--- src/rtl/fsm_control_transaccion_pkg.sv ---
// Shared definitions for the transaction-layer control FSM: state codes,
// FIFO index map and default widths.
package fsm_control_transaccion_pkg;

    // State codes; 5..7 are illegal and recover to reset.
    typedef enum logic [2:0] {
        EstadoReset  = 3'd0,
        EstadoInit   = 3'd1,
        EstadoIdle   = 3'd2,
        EstadoActive = 3'd3,
        EstadoError  = 3'd4
    } estado_e;

    localparam logic [2:0] ESTADO_RESET  = 3'd0;
    localparam logic [2:0] ESTADO_INIT   = 3'd1;
    localparam logic [2:0] ESTADO_IDLE   = 3'd2;
    localparam logic [2:0] ESTADO_ACTIVE = 3'd3;
    localparam logic [2:0] ESTADO_ERROR  = 3'd4;

    // Bit positions inside fifo_empty / fifo_error.
    localparam int unsigned IDX_IN_P0  = 0;
    localparam int unsigned IDX_IN_P1  = 1;
    localparam int unsigned IDX_IN_P2  = 2;
    localparam int unsigned IDX_IN_P3  = 3;
    localparam int unsigned IDX_OUT_P0 = 4;
    localparam int unsigned IDX_OUT_P1 = 5;
    localparam int unsigned IDX_OUT_P2 = 6;
    localparam int unsigned IDX_OUT_P3 = 7;

    localparam int unsigned UMBRAL_WIDTH_DEF = 3;
    localparam int unsigned NUM_FIFOS_DEF    = 8;

endpackage

--- src/rtl/fsm_control_transaccion.sv ---
// Transaction-layer control FSM: sequences reset/config/idle/active/error,
// latches the FIFO thresholds and keeps a sticky per-FIFO error record.
module fsm_control_transaccion
    import fsm_control_transaccion_pkg::*;
#(
    parameter int unsigned UMBRAL_WIDTH = UMBRAL_WIDTH_DEF,
    parameter int unsigned NUM_FIFOS    = NUM_FIFOS_DEF
) (
    input  logic                    clk,
    input  logic                    reset,
    input  logic                    init,
    input  logic [UMBRAL_WIDTH-1:0] umbral_alto_in,
    input  logic [UMBRAL_WIDTH-1:0] umbral_bajo_in,
    input  logic [NUM_FIFOS-1:0]    fifo_empty,
    input  logic [NUM_FIFOS-1:0]    fifo_error,
    output logic [UMBRAL_WIDTH-1:0] umbral_alto_out,
    output logic [UMBRAL_WIDTH-1:0] umbral_bajo_out,
    output logic                    arb_enable,
    output logic [2:0]              estado,
    output logic                    idle_out,
    output logic                    active_out,
    output logic                    error_out,
    output logic [NUM_FIFOS-1:0]    error_fifo
);

    estado_e                 state_q, state_d;
    logic [UMBRAL_WIDTH-1:0] umbral_alto_q, umbral_alto_d;
    logic [UMBRAL_WIDTH-1:0] umbral_bajo_q, umbral_bajo_d;
    logic [NUM_FIFOS-1:0]    error_fifo_q, error_fifo_d;

    logic any_error;
    logic all_empty;
    logic config_ok;

    assign any_error = |fifo_error;
    assign all_empty = &fifo_empty;
    assign config_ok = (umbral_bajo_in < umbral_alto_in) && (umbral_alto_in != '0);

    // Next-state logic; priority is fifo_error > init > empty-based.
    always_comb begin
        state_d = state_q;
        case (state_q)
            EstadoReset: state_d = EstadoInit;
            EstadoInit: begin
                if (any_error) begin
                    state_d = EstadoError;
                end else if (!init && config_ok) begin
                    state_d = EstadoIdle;
                end
            end
            EstadoIdle: begin
                if (any_error) begin
                    state_d = EstadoError;
                end else if (init) begin
                    state_d = EstadoInit;
                end else if (!all_empty) begin
                    state_d = EstadoActive;
                end
            end
            EstadoActive: begin
                if (any_error) begin
                    state_d = EstadoError;
                end else if (init) begin
                    state_d = EstadoInit;
                end else if (all_empty) begin
                    state_d = EstadoIdle;
                end
            end
            EstadoError: state_d = EstadoError;
            default:     state_d = EstadoReset;
        endcase
    end

    // Thresholds track the requested values only while configuring.
    always_comb begin
        umbral_alto_d = umbral_alto_q;
        umbral_bajo_d = umbral_bajo_q;
        if (state_q == EstadoInit) begin
            umbral_alto_d = umbral_alto_in;
            umbral_bajo_d = umbral_bajo_in;
        end
    end

    // Sticky error record accumulates in every state except reset.
    always_comb begin
        error_fifo_d = error_fifo_q;
        if (state_q != EstadoReset) begin
            error_fifo_d = error_fifo_q | fifo_error;
        end
    end

    // State, threshold and error registers with asynchronous clear.
    always_ff @(posedge clk or posedge reset) begin
        if (reset) begin
            state_q       <= EstadoReset;
            umbral_alto_q <= '0;
            umbral_bajo_q <= '0;
            error_fifo_q  <= '0;
        end else begin
            state_q       <= state_d;
            umbral_alto_q <= umbral_alto_d;
            umbral_bajo_q <= umbral_bajo_d;
            error_fifo_q  <= error_fifo_d;
        end
    end

    // Moore outputs decoded straight from the state register.
    always_comb begin
        estado          = state_q;
        idle_out        = (state_q == EstadoIdle);
        active_out      = (state_q == EstadoActive);
        error_out       = (state_q == EstadoError);
        arb_enable      = (state_q == EstadoActive);
        umbral_alto_out = umbral_alto_q;
        umbral_bajo_out = umbral_bajo_q;
        error_fifo      = error_fifo_q;
    end

endmodule
--- config.mk ---
export PLATFORM = sky130hd
export DESIGN_NAME = fsm_control_transaccion
export DESIGN_NICKNAME = d
export VERILOG_FILES = /design/src/rtl/fsm_control_transaccion_pkg.sv /design/src/rtl/fsm_control_transaccion.sv
export SDC_FILE = /design/constraint.sdc
export NUM_CORES = 1
export LEC_CHECK = 0
export BUFFER_PORTS_ARGS = -buffer_cell sky130_fd_sc_hd__clkbuf_2
export CORE_ASPECT_RATIO = 1.4
export CORE_MARGIN = 3
export CORE_UTILIZATION = 30
export DETAILED_ROUTE_END_ITERATION = 8
export PLACE_DENSITY = 0.6
export SYNTH_ARGS = -nofsm -noshare
export SYNTH_HDL_FRONTEND = slang
export SYNTH_SLANG_ARGS = --single-unit
--- constraint.sdc ---
create_clock -name clk -period 1.2 [get_ports clk]
set_input_delay 0.24 -clock clk [delete_from_list [all_inputs] [get_ports clk]]
set_output_delay 0.24 -clock clk [all_outputs]
set_load 0.05 [all_outputs]
# Yosys cells after proc, flatten, opt, wreduce, memory -nomap -nowiden

Index checks and enable logic that the tools add are counted.

Reduce and logical (&&, ||, !) cells: 9
$lt $le $gt $ge: 1
Bitwise operators: 1
Multiplexer cells: 9
Equal/unequal tests: 7

Operators with widths:

| kind                                                                   | number |
|---|---|
| 3-bit 2-to-1 mux                                                       | 8 |
| 3-bit one-hot mux with 5 select lines                                  | 1 |
| 8-bit bitwise OR                                                       | 1 |
| 8-bit AND reduction                                                    | 1 |
| 8-bit OR reduction                                                     | 1 |
| 3-bit by 2-bit equality test with 1-bit output (second input constant) | 2 |
| 3-bit nonzero test                                                     | 2 |
| 4-bit by 2-bit != test with 1-bit output (second input constant)       | 1 |
| 4-bit != test (second input constant)                                  | 1 |
| 3-bit by 1-bit equality test with 1-bit output (second input constant) | 1 |
| 3-bit equality test (second input constant)                            | 1 |
| 3-bit logical NOT                                                      | 1 |
| 3-bit less-than comparator                                             | 1 |
| 3-bit != test (second input constant)                                  | 1 |
| 3-bit AND reduction                                                    | 1 |
| 1-bit logical AND                                                      | 2 |
| 1-bit logical NOT                                                      | 1 |

Output and inout port bits: 21
Flip-flop bits (word level): 17
Bits of input ports: 25
Logic and storage cells: 31

# Logic depth before layout (Yosys ltp)

Word-level depth: 6
Depth in mapped cells: 6

# Worst setup path before layout

OpenSTA, ideal clock, no wires.

Kind: flip-flop to output port
Start: register state_q[1] (netlist: estado[1])
End: output arb_enable
Data arrival time: 1,924 ps
Data required time: 960 ps
Cell stages (with the launch flop): 4
Path buffers: 1
Path slack: -964 ps
Cell sequence: dfrtp_1 > nand2b_1 > nor2_1 > buf_4

Word-level cells in the longest chain between the ends: 1

RTL lines:

| what                                           | line                           | RTL |
|---|---|---|
| start: declaration                             | fsm_control_transaccion.sv:26  | `estado_e state_q, state_d;` |
| start signal: assignment                       | fsm_control_transaccion.sv:95  | `state_q <= EstadoReset;` |
| start signal: assignment                       | fsm_control_transaccion.sv:100 | `state_q <= state_d;` |
| 3-bit by 2-bit equality test with 1-bit output | --                             |  |
| end: declaration                               | fsm_control_transaccion.sv:18  | `output logic arb_enable,` |

Every way passes these cells.

# Worst setup path after layout

Start: register state_q[1] (netlist: estado[1])
End: output error_out

Word-level cells in the longest chain between the ends: 1

RTL lines:

| what                | line                           | RTL |
|---|---|---|
| 3-bit equality test | fsm_control_transaccion.sv:112 | `error_out = (state_q == EstadoError);` |
| end: declaration    | fsm_control_transaccion.sv:22  | `output logic error_out,` |

Every way passes these cells.

==> reports/results.ini <==
[timing]
slew_headroom_pct = 83.0
fin_skew_ns = 0.00827
maxSlewViolCount = 0
worst_pin_slew_ns = 0.255
fin_hold_ws_ns = 0.155
hold_viol = 0
finalCritPeriodShare_pct = 126
rsz0062_at_grt = true
fin_setup_tns_ns = -3.86
finalWorstSetupSlack_ns = -0.316
timing.final.crit_period_ns = 1.52
fmax_ghz = 0.660
setup_violations = 24

[place]
place_ws_ns = -0.222
gp_congestion = 0.716
dp_hpwl_um = 1620
dp_cells = 155
dpl-instance-area_um2 = 1190
port-buffer-count = 45

[global_route]
grt_pass1_vias = 821
overflow = 0
antenna_found_initial = 0
grt_pass1_wl_um = 3510
grt_max_degree = 12
track_usage_pct = 13.9

[route]
drt-pass1-iter-count = 2
avgRoutedWirePerCell_um = 12.2
viasPerCell = 4.59
drc = 0
drt-initial-drc-count = 5
antenna_left = 0
wirelength_um = 2050
vias = 771

[synthesis]
yosysWarnings = 0
synth_area_per_cell_um2 = 11.7
ys_seq_area_share_pct = 54.2
syn_area_um2 = 785
synth_seq_cells = 17
syn_nets = 94
synthCells = 67
synth.distinct_cells = 28

[clocking]
cts_root_buf = clkbuf_4
h-tree-depth = 1
clk_latency_ns = 0.30
cts_tree = yes
clock-sinks = 17
clk_path_buf_depth = 2
cts_buffers = 3
clk_pin_slew_ns = 0.10

[die]
dieHeight_um = 66.5
start_util_pct = 32.1
row_count = 21
ioPinCount = 46
die_w_um = 49.2
dieArea_um2 = 3270
core_area_um2 = 2440

[worst_hold_path]
hold_depth = 2
min_to = error_fifo[7]
worstHoldPathType = in2reg
hold_start = fifo_error[7]

[power]
leakage_nw = 0.667
vdd_ir_drop_max_mv = 1.24
power.density_nw_per_um2 = 2130

[worst_setup_path]
end_kind = output port
cp-start-kind = flip-flop
r2r-start = estado[1]
cp_max_fo = 3
r2r_end = umbral_alto_out[1]
reg2reg_slack_ns = -0.29
critical_path_class = reg2out
required_ns = 0.96
critical_path_arrival_ns = 1.28
r2r_cells = 5

[job]
drv_cap = 0

[layout]
antennaDiodeCount = 0
drive_above_1_share_pct = 68.7
seq_area_um2 = 432
nets = 162
multi_input_area_um2 = 399
n_fill_cell = 214
fin_area_um2 = 1440
fin_cells = 168
areaGrowthSynthToFinish_pct = 83.4

[outcome]
failed_checks = setup timing
outcome = finished, violations left

## per-layer routing
layer  vias to the layer above  wire length [µm]  global-route usage [%]
met5                         -                 0                       0
met4                         0                55                    9.25
met3                         5                93                    1.57
met2                        28              1120                    24.7
met1                       367               783                    15.6
li1                        371                 -                       -
## state kept, by name (all words and copies together), names as in the netlist
name and cells:
error_fifo 8, estado 3, umbral_alto_out 3, umbral_bajo_out 3
## kinds of logic after synthesis
family / Yosys count / synth area share [%]
AOI/OAI and AO/OA: 13 / 11.6
adders and majority gates: 2 / 3.19
buffers and inverters: 7 / 3.83
DFF: 17 / 54.2
muxes: 6 / 8.61
and+or+nand+nor: 22 / 18.5
## cell usage after synthesis
cell type  count  area (µm²)
or2_1          1        6.26
inv_1          4        15.0
clkbuf_1       1        3.75
a31oi_1        1        6.26
or3_1          1        6.26
a21o_2         1        8.76
nand4_1        1        6.26
nor2_2         1        6.26
or3_2          1        7.51
o32ai_1        1        8.76
nand2b_1       1        6.26
mux2_2         6        67.6
nor3_1         3        15.0
buf_4          1        7.51
dfrtp_1       17         425
a21o_1         7        52.6
nand2_1        2        7.51
o21ai_1        1        5.00
or4_4          2        22.5
a21oi_1        1        5.00
ha_1           2        25.0
nor3b_1        1        7.51
and2_1         2        12.5
nor3b_4        1        18.8
nor2_1         4        15.0
inv_2          1        3.75
or4_1          1        7.51
o21ai_0        1        5.00
## metrics by stage
stage	utilization, %	power (mW)
3_3_place_gp	48.9	2.31
6_report	58.9	3.06
3_5_place_dp	48.9	2.33
4_1_cts	56.6	2.97
2_1_floorplan	-	1.87
5_1_grt	58.9	3.20
## power breakdown
part / internal (mW) / leakage [nW] / switching [mW] / total [mW]
Sequential: 0.719 / 0.175 / 0.0828 / 0.802
Combinational: 0.950 / 0.475 / 1.00 / 1.95
Clock: 0.124 / 0.0177 / 0.183 / 0.307
Total: 1.79 / 0.667 / 1.27 / 3.06
## placed cells by master (no fill, tap or decap), types with 3 or more instances in the layout
master    count
buf_8         3
a21o_1        7
buf_4        14
buf_12        3
buf_2         7
dfrtp_1      14
buf_6         3
mux2_4        4
inv_1         4
clkbuf_4     11
clkbuf_2     24
## how the worst max path moves through the flow
stage               cells past startpoint              start          to
detailed placement                      6  umbral_alto_in[2]   estado[1]
CTS                                     4          estado[1]   error_out
global route                            4          estado[1]   error_out
global placement                        5      fifo_error[4]   estado[0]
floorplan                               3          estado[2]  arb_enable
finish                                  4          estado[1]   error_out
## final cells by class
class,count,share of cell area (%)
Clock buffer,3,1.57
Tap cell,34,2.96
Sequential cell,17,30.0
Inverter,5,1.30
Clock inverter,1,0.348
Multi-Input combinational cell,43,27.7
Timing Repair Buffer,65,36.1
## what timing repair did
action | CTS | global route
pin swaps | 7 | 1
resized for setup | 22 | 25
hold buffers | 1 | 0
buffers inserted | 6 | 2
hold endpoints to repair | 6 | 0
endpoints found under the setup margin | 23 | 38
cloned | 0 | 0
## worst max-delay path: stages, from the launching register on
cell,delay [ns]
dfrtp_4,0.49
buf_6,0.13
nor2_4,0.08
and2_4,0.16
buf_12,0.13
Power figures use the tool's default switching activity.
